**config.mk**
```make
export PLATFORM = sky130hd
export DESIGN_NAME = sc_spi_xfer_seq
export DESIGN_NICKNAME = d
export VERILOG_FILES = /design/src/rtl/sc_spi_xfer_seq.sv
export SDC_FILE = /design/constraint.sdc
export NUM_CORES = 1
export LEC_CHECK = 0
export CORE_MARGIN = 2
export CORE_UTILIZATION = 35
export DETAILED_ROUTE_END_ITERATION = 7
export PLACE_DENSITY = 0.53
export SLEW_MARGIN = 0
export SYNTH_ARGS = -nofsm -noshare
export SYNTH_HDL_FRONTEND = slang
export SYNTH_SLANG_ARGS = --single-unit
export TNS_END_PERCENT = 20
```
**constraint.sdc**
```tcl
create_clock -name SRCCLK -period 3.1 [get_ports SRCCLK]
set_input_delay 0.775 -clock SRCCLK [delete_from_list [all_inputs] [get_ports SRCCLK]]
set_output_delay 0.775 -clock SRCCLK [all_outputs]
set_load 0.005 [all_outputs]
```
**src/rtl/sc_spi_xfer_seq.sv**
```systemverilog
// SPI transfer sequencer: chip-select setup/hold/idle timing around an N-byte MSB-first
// shift, clocked by an external SPICLK generator (sc_spi_scg) that this block enables.
module sc_spi_xfer_seq #(
    parameter int unsigned CSS_CYC = 2,
    parameter int unsigned CSH_CYC = 2,
    parameter int unsigned CSI_CYC = 4
) (
    input  logic       SRCCLK,
    input  logic       SYSRSTB,
    input  logic       CMD_VALID,
    output logic       CMD_READY,
    input  logic [7:0] CMD_LEN,
    input  logic [7:0] CMD_CLKDR,
    input  logic [1:0] CMD_MODE,
    input  logic       TX_VALID,
    output logic       TX_READY,
    input  logic [7:0] TX_DATA,
    output logic       RX_VALID,
    output logic [7:0] RX_DATA,
    output logic       BUSY,
    output logic [7:0] CLK_CLKDR,
    output logic [1:0] CLK_MODE,
    output logic       CLK_ENABLE,
    input  logic       SPICLK,
    output logic       SPI_CSB,
    output logic       SPI_MOSI,
    input  logic       SPI_MISO
);

    typedef enum logic [2:0] {
        S_IDLE,
        S_SETUP,
        S_LOAD,
        S_SHIFT,
        S_HOLD,
        S_GAP
    } state_e;

    localparam int unsigned CNT_W = 16;
    localparam logic [CNT_W-1:0] CNT_ONE  = CNT_W'(1);
    localparam logic [CNT_W-1:0] CSS_LAST = CNT_W'(CSS_CYC - 1);
    localparam logic [CNT_W-1:0] CSH_LAST = CNT_W'(CSH_CYC - 1);
    localparam logic [CNT_W-1:0] CSI_LAST = CNT_W'(CSI_CYC - 1);

    state_e           state_q, state_d;
    logic [CNT_W-1:0] cnt_q, cnt_d;
    logic [8:0]       bytes_q, bytes_d;
    logic [7:0]       txsh_q, txsh_d;
    logic [6:0]       rxsh_q, rxsh_d;
    logic [3:0]       smp_q, smp_d;
    logic [7:0]       rx_data_q, rx_data_d;
    logic [7:0]       clkdr_q, clkdr_d;
    logic [1:0]       mode_q, mode_d;
    logic             spiclk_q;
    logic             csb_q, csb_d;
    logic             clk_en_q, clk_en_d;
    logic             mosi_q, mosi_d;
    logic             rx_valid_q, rx_valid_d;
    logic             tx_ready;

    logic       cpha, lead, trail, sample_edge, shift_edge, byte_end, more_bytes;
    logic [7:0] ld_txsh;
    logic       ld_mosi;

    assign cpha        = mode_q[0];
    assign lead        = SPICLK & ~spiclk_q;
    assign trail       = ~SPICLK & spiclk_q;
    assign sample_edge = cpha ? trail : lead;
    assign shift_edge  = cpha ? lead : trail;
    // With CPHA=1 the 8th sample and the byte end are the same trail.
    assign byte_end    = trail & (cpha ? (smp_q == 4'd7) : (smp_q == 4'd8));
    assign more_bytes  = bytes_q > 9'd1;

    // CPHA=0 drives bit 7 at load; CPHA=1 leaves it for the first lead to present.
    assign ld_txsh = cpha ? TX_DATA : {TX_DATA[6:0], 1'b0};
    assign ld_mosi = cpha ? mosi_q : TX_DATA[7];

    // NOTE: sequential state is updated with non-blocking assignments only.
    always_ff @(posedge SRCCLK or negedge SYSRSTB) begin
        if (!SYSRSTB) begin
            state_q    <= S_IDLE;
            cnt_q      <= '0;
            bytes_q    <= '0;
            txsh_q     <= '0;
            rxsh_q     <= '0;
            smp_q      <= '0;
            rx_data_q  <= '0;
            clkdr_q    <= 8'd2;
            mode_q     <= '0;
            spiclk_q   <= 1'b0;
            csb_q      <= 1'b1;
            clk_en_q   <= 1'b0;
            mosi_q     <= 1'b0;
            rx_valid_q <= 1'b0;
        end else begin
            state_q    <= state_d;
            cnt_q      <= cnt_d;
            bytes_q    <= bytes_d;
            txsh_q     <= txsh_d;
            rxsh_q     <= rxsh_d;
            smp_q      <= smp_d;
            rx_data_q  <= rx_data_d;
            clkdr_q    <= clkdr_d;
            mode_q     <= mode_d;
            spiclk_q   <= SPICLK;
            csb_q      <= csb_d;
            clk_en_q   <= clk_en_d;
            mosi_q     <= mosi_d;
            rx_valid_q <= rx_valid_d;
        end
    end

    // NOTE: every signal written here gets its default first, so no latch is inferred.
    always_comb begin
        state_d    = state_q;
        cnt_d      = cnt_q;
        bytes_d    = bytes_q;
        txsh_d     = txsh_q;
        rxsh_d     = rxsh_q;
        smp_d      = smp_q;
        rx_data_d  = rx_data_q;
        clkdr_d    = clkdr_q;
        mode_d     = mode_q;
        csb_d      = csb_q;
        clk_en_d   = clk_en_q;
        mosi_d     = mosi_q;
        rx_valid_d = 1'b0;
        tx_ready   = 1'b0;

        unique case (state_q)
            S_IDLE: begin
                if (CMD_VALID) begin
                    bytes_d = {1'b0, CMD_LEN} + 9'd1;
                    clkdr_d = (CMD_CLKDR < 8'd2) ? 8'd2 : CMD_CLKDR;
                    mode_d  = CMD_MODE;
                    csb_d   = 1'b0;
                    cnt_d   = '0;
                    state_d = S_SETUP;
                end
            end
            S_SETUP: begin
                if (cnt_q == CSS_LAST) begin
                    cnt_d   = '0;
                    state_d = S_LOAD;
                end else begin
                    cnt_d = cnt_q + CNT_ONE;
                end
            end
            S_LOAD: begin
                tx_ready = 1'b1;
                clk_en_d = 1'b0;
                if (TX_VALID) begin
                    txsh_d   = ld_txsh;
                    mosi_d   = ld_mosi;
                    smp_d    = '0;
                    clk_en_d = 1'b1;
                    state_d  = S_SHIFT;
                end
            end
            S_SHIFT: begin
                if (sample_edge) begin
                    smp_d  = smp_q + 4'd1;
                    rxsh_d = {rxsh_q[5:0], SPI_MISO};
                    if (smp_q == 4'd7) begin
                        rx_data_d  = {rxsh_q, SPI_MISO};
                        rx_valid_d = 1'b1;
                    end
                end
                if (shift_edge && !byte_end) begin
                    mosi_d = txsh_q[7];
                    txsh_d = {txsh_q[6:0], 1'b0};
                end
                if (byte_end) begin
                    bytes_d = bytes_q - 9'd1;
                    if (more_bytes) begin
                        tx_ready = 1'b1;
                        if (TX_VALID) begin
                            txsh_d = ld_txsh;
                            mosi_d = ld_mosi;
                            smp_d  = '0;
                        end else begin
                            clk_en_d = 1'b0;
                            state_d  = S_LOAD;
                        end
                    end else begin
                        clk_en_d = 1'b0;
                        cnt_d    = '0;
                        state_d  = S_HOLD;
                    end
                end
            end
            S_HOLD: begin
                if (cnt_q == CSH_LAST) begin
                    csb_d   = 1'b1;
                    cnt_d   = '0;
                    state_d = S_GAP;
                end else begin
                    cnt_d = cnt_q + CNT_ONE;
                end
            end
            S_GAP: begin
                if (cnt_q == CSI_LAST) begin
                    cnt_d   = '0;
                    state_d = S_IDLE;
                end else begin
                    cnt_d = cnt_q + CNT_ONE;
                end
            end
            default: state_d = S_IDLE;
        endcase
    end

    assign CMD_READY  = (state_q == S_IDLE);
    assign BUSY       = (state_q != S_IDLE);
    assign TX_READY   = tx_ready;
    assign RX_VALID   = rx_valid_q;
    assign RX_DATA    = rx_data_q;
    assign CLK_CLKDR  = clkdr_q;
    assign CLK_MODE   = mode_q;
    assign CLK_ENABLE = clk_en_q;
    assign SPI_CSB    = csb_q;
    assign SPI_MOSI   = mosi_q;

endmodule
```
Yosys cells after proc, flatten, opt, wreduce, memory -nomap -nowiden. Cells that the tools add are included.

Bits in latches: 0. Input port bits: 32. Output and inout port bits: 25. Logic and storage cells: 116. Bits in read-only memories: 0. Memories kept: 0. Memory bits (writable): 0. Register bits after elaboration: 70.

$mul: 0. $add $sub $neg: 4. Reduce and logical (&&, ||, !) cells: 18. Shift operators: 0. Divide/modulo/power cells: 0. Bitwise logic cells: 5. $lt $le $gt $ge: 2. Muxes and demuxes: 56. Equality and inequality tests: 17.

Operator list (count): 16-bit two-way mux (5); 16-bit case mux with 4 select lines (1); 8-bit two-way mux (7); 3-bit two-way mux (8); 1-bit two-way mux (20); 4-bit two-way mux (5); 9-bit two-way mux (2); 3-bit case mux with 6 select lines (1); 9-bit case mux with 2 select lines (1); 16-bit by 1-bit adder with 16-bit output, second input constant (1); 16-bit by 1-bit equality test with 1-bit output, second input constant (1); 16-bit by 2-bit equality test with 1-bit output, second input constant (1); 8-bit case mux with 2 select lines (1); 2-bit inequality test, second input constant (7); 3-bit AND reduction (4); 8-bit by 1-bit adder with 9-bit output, second input constant (1); 9-bit by 1-bit greater-than comparator with 1-bit output, second input constant (1); 9-bit by 1-bit subtractor with 9-bit output, second input constant (1); 8-bit by 2-bit less-than comparator with 1-bit output, second input constant (1); 1-bit case mux with 2 select lines (4); 4-bit case mux with 2 select lines (1); 7-bit AND reduction (1); 3-bit by 2-bit equality test with 1-bit output, second input constant (2); 3-bit equality test, second input constant (2); 16 further kinds (23).

Longest topological paths before layout.
Depth after elaboration: 10. Mapped depth: 8. Depth with buffers taken out: 7.

Worst setup path before layout. Ideal clock, no wire load.

Kind: in2reg. From: input SPICLK. To: register cnt_q[11]. Buffers on the path: 1. Stages on the path: 6. Library setup time: 0.126 ns. Required time: 2.974 ns. Slack: 0.715 ns. Arrival: 2.259 ns. Path through: or2b_1 o22a_2 o31a_1 or2_4 buf_6 a221o_1.

Word-level cells in the longest chain between the ends: 5.

RTL lines: start, declared (line 24) `input logic SPICLK,`; 1-bit inverter (line 67) `assign trail = ~SPICLK & spiclk_q;`; 1-bit bitwise AND (line 67); 1-bit bitwise AND (line 71) `assign byte_end = trail & (cpha ? (smp_q == 4'd7) : (smp_q == 4'd8));`; 2-bit inequality test (no line); 4-bit AND reduction (no line); end signal, assigned (line 97) `cnt_q <= cnt_d;`; end, declared (line 46) `logic [CNT_W-1:0] cnt_q, cnt_d;`.

Every way passes these cells. A chain may end at the register's enable or synchronous reset.

Worst setup path after layout.
From: input SPICLK. To: output TX_READY.

Word-level cells in the longest chain between the ends: 5.

RTL lines: 1-bit inverter (line 67); 1-bit bitwise AND (line 67); 1-bit bitwise AND (line 71); 1-bit two-way mux (line 173) `if (byte_end) begin`; 1-bit case mux with 2 select lines (line 130) `unique case (state_q)`; end, declared (line 16) `output logic TX_READY,`.

Every way passes these cells.

==> impl_metrics.tcl <==
set metrics [dict create \
    core-area_sq_um 10840 \
    fin_setup_tns_ns 0 \
    cts_sinks 70 \
    htreeDepth 3 \
    grt_max_degree 34 \
    grt.overflow.total 0 \
    drt_wl_total_mm 8.852 \
    clockBufferDepth 2 \
    drc 0 \
    min_path_type "in -> async" \
    dp_hpwl_mm 6.446 \
    drtIter0Drc 131 \
    fin_util_pct 44.93 \
    pwr-share-seq_pct 45.6 \
    leakage_nw 2.094 \
    cts_hold_buffers 0 \
    slowest_stage "clkdlybuf4s50_1" \
    critical_path_class "in -> out" \
    finalSetupViolCount 0 \
    critPathMaxStageDelay_ns 0.43 \
    clk_pin_slew_ns 0.10 \
    finalNetCount 485 \
    drive_gt1_share_pct 15.30 \
    syn_area_sq_um 3901 \
    critPathMaxFanout 3 \
    grt_pass1_vias 3162 \
    post_drt_wl_per_cell_um 14.98 \
    p_total_mw 2.801 \
    synth_nets 421 \
    mostFrequentLayoutCell "dfrtp_1" \
    ir_drop_mv 0.2847 \
    synth-edff-count 0 \
    routed_via_density 5.342 \
    worstPathRequired_ns 2.32 \
    synth_cell_types 67 \
    relSlewSlack_pct 45.67 \
    crit_chain "clkdlybuf4s50_1 -> or2b_1 -> o22ai_2 -> nand2_1 -> a21oi_1 -> dlygate4sd2_1" \
    antenna_cells 0 \
    p_int_mw 1.869 \
    die_h_um 109.6 \
    area_growth_syn_to_layout_pct 24.86 \
    slew_violations 0 \
    fmax_mhz 345.5 \
    switching_share_pct 33.27 \
    grt_antenna_before_repair 0 \
    die_width_um 109.6 \
    grt_usage_pct 16.04 \
    p_per_area_nw_per_um2 575.1 \
    worstSetupStartpointType "input port" \
    worstSetupEndpointType "primary output" \
    vias 3157 \
    power_frac_clock_pct 26.5 \
    portBuffers 56 \
    die_area_sq_um 12010 \
    routabilityCongestion 0.7640 \
    cts_root_buf "clkbuf_8" \
    cts_buffers 9 \
    grt_first_pass_wirelength_mm 15.19 \
    fin_crit_sh_pct 93.35 \
    power_switching_mw 0.9318 \
    cts_setup_buffers 0 \
    ios 57 \
    ys.flop_type "dfrtp_1" \
    avgSynthCellArea_sq_um 10.21 \
    cp.arrival_ns 2.12 \
    p_comb_share_pct 28.0 \
    tightest_slew_ns 0.8120 \
    setup_slack_ns 0.2060 \
    rsz0062_at_grt "false" \
    yosysSeqAreaShare_pct 44.96 \
    final_cell_mix "68 x dfrtp_1, 54 x clkdlybuf4s50_1, 22 x mux2_2" \
    synthCells 382 \
    cts_resized 2 \
    fin_skew_ns 0.01055 \
    rows 38 \
    cts_tree "done" \
    clock_latency_ns 0.35 \
    ant_nets 0 \
    ys_async_sr_fraction_pct 100.0 \
    final_hold_viol_count 0 \
    start_util_pct 35.99 \
    firstDrtPassIters 4 \
    yosys_warnings 0 \
    min_period_ns 2.894 \
    max_cap_violations 0 \
    synth_seq_cells 70 \
    status "completed" \
    pre_cts_slack_ns -0.1135 \
]
-- path summary, 6_finish.rpt --
| kind | startpoint | end | slack, ns | cells after the start |
|---|---|---|---|---|
| setup / recovery | SPICLK | TX_READY | 0.21 | 6 |
| min in group SRCCLK | rxsh_q[6]$_DFFE_PN0P_ | RX_DATA[7]$_DFFE_PN0P_ | 0.49 | 1 |
| hold / removal | SYSRSTB | RX_VALID$_DFF_PN0_ | 0.32 | 1 |
| max in group asynchronous | SYSRSTB | cnt_q[14]$_DFFE_PN0P_ | 2.11 | 2 |
| hold reg to reg | rxsh_q[6]$_DFFE_PN0P_ | RX_DATA[7]$_DFFE_PN0P_ | 0.49 | 1 |
| setup reg to reg | cnt_q[5]$_DFFE_PN0P_ | state_q[0]$_DFFE_PN0P_ | 0.75 | 5 |
-- cells by family (layout without fill, tap and decap cells) --
kind of cell / after synthesis / in the layout / share of synthesized area [%]
and+or+nand+nor: 115 / 115 / 17.00
AOI/OAI and AO/OA: 110 / 110 / 19.98
DFF: 70 / 70 / 44.96
buffers and inverters: 37 / 106 / 4.009
muxes: 36 / 36 / 10.23
adders and majority gates: 7 / 7 / 2.245
xor gates and xnor gates: 7 / 7 / 1.572
-- registers in the layout, indices dropped and copies added (netlist names), 2 cells and up --
name	cells
cnt_q	16
bytes_q	9
CLK_CLKDR	8
RX_DATA	8
txsh_q	8
rxsh_q	7
smp_q	4
state_q	3
CLK_MODE	2
-- per-layer routing --
metal,vias up,routed length [um],global-route usage [%]
met5,-,0,0
met4,0,119,5.967
met3,9,261,2.075
met2,49,3954,25.04
met1,1528,4516,22.72
li1,1571,-,-
-- cell usage after synthesis (all sizes together), types with 2 or more instances --
| cell | n | area, sq um |
|---|---|---|
| nand3b | 2 | 15.01 |
| inv | 19 | 71.32 |
| nand2 | 18 | 67.56 |
| a22o | 3 | 26.28 |
| and2 | 5 | 31.28 |
| a31oi | 7 | 43.79 |
| and4 | 3 | 26.28 |
| mux2 | 31 | 349.1 |
| xor2 | 4 | 35.03 |
| o21ai | 20 | 100.1 |
| a2bb2oi | 6 | 52.55 |
| buf | 4 | 32.53 |
| nor2b | 2 | 12.51 |
| nand2b | 3 | 18.77 |
| or3 | 3 | 18.77 |
| a21oi | 19 | 98.85 |
| nand3 | 14 | 75.07 |
| nor2 | 20 | 75.07 |
| a221o | 10 | 100.1 |
| ha | 7 | 87.58 |
| a21o | 8 | 60.06 |
| nor4 | 10 | 77.57 |
| xnor2 | 3 | 26.28 |
| o22ai | 10 | 62.56 |
| o22a | 3 | 28.78 |
| dfrtp | 68 | 1702 |
| dfstp | 2 | 52.55 |
| a22oi | 2 | 15.01 |
| clkbuf | 14 | 52.55 |
| mux2i | 5 | 50.05 |
| o2bb2ai | 3 | 26.28 |
| nor3 | 14 | 81.33 |
| and3 | 4 | 25.02 |
| or2 | 5 | 33.78 |
| a211oi | 3 | 22.52 |
| nand4 | 7 | 43.79 |
-- stage by stage --
stage | area, sq um | std cells | hold slack, ns
after global placement | 4672 | 575 | 0.4643
after floorplan | 3901 | 382 | 0.4522
after CTS | 4871 | 591 | 0.3176
after global routing | 4871 | 591 | 0.3337
after detailed placement | 4672 | 575 | 0.4820
final | 4871 | 591 | 0.3224
-- critical path: cells and delay by family --
family	cells	cell delay, ns
compound gates	2	0.32
simple gates	2	0.34
buf+inv	2	0.69
-- area by class of cell --
cell class / count / area, sq um
fillers: 1054 / 5969
repair buffers: 71 / 679.4
multi-input cells: 275 / 1997
clock inverters: 7 / 70.07
flip-flops and latches: 70 / 1754
inverters: 19 / 71.32
clock buffers: 9 / 123.9
well taps: 140 / 175.2
-- power groups by stage --
stage,Sequential (mW),Clock [mW],Combinational [mW]
2_1_floorplan,1.25,0,0.498
3_3_place_gp,1.29,0,0.780
3_5_place_dp,1.30,0,0.793
4_1_cts,1.28,0.765,0.794
5_1_grt,1.31,0.810,0.876
6_report,1.28,0.742,0.783
Note: power is estimated with default switching activity, not from simulation.
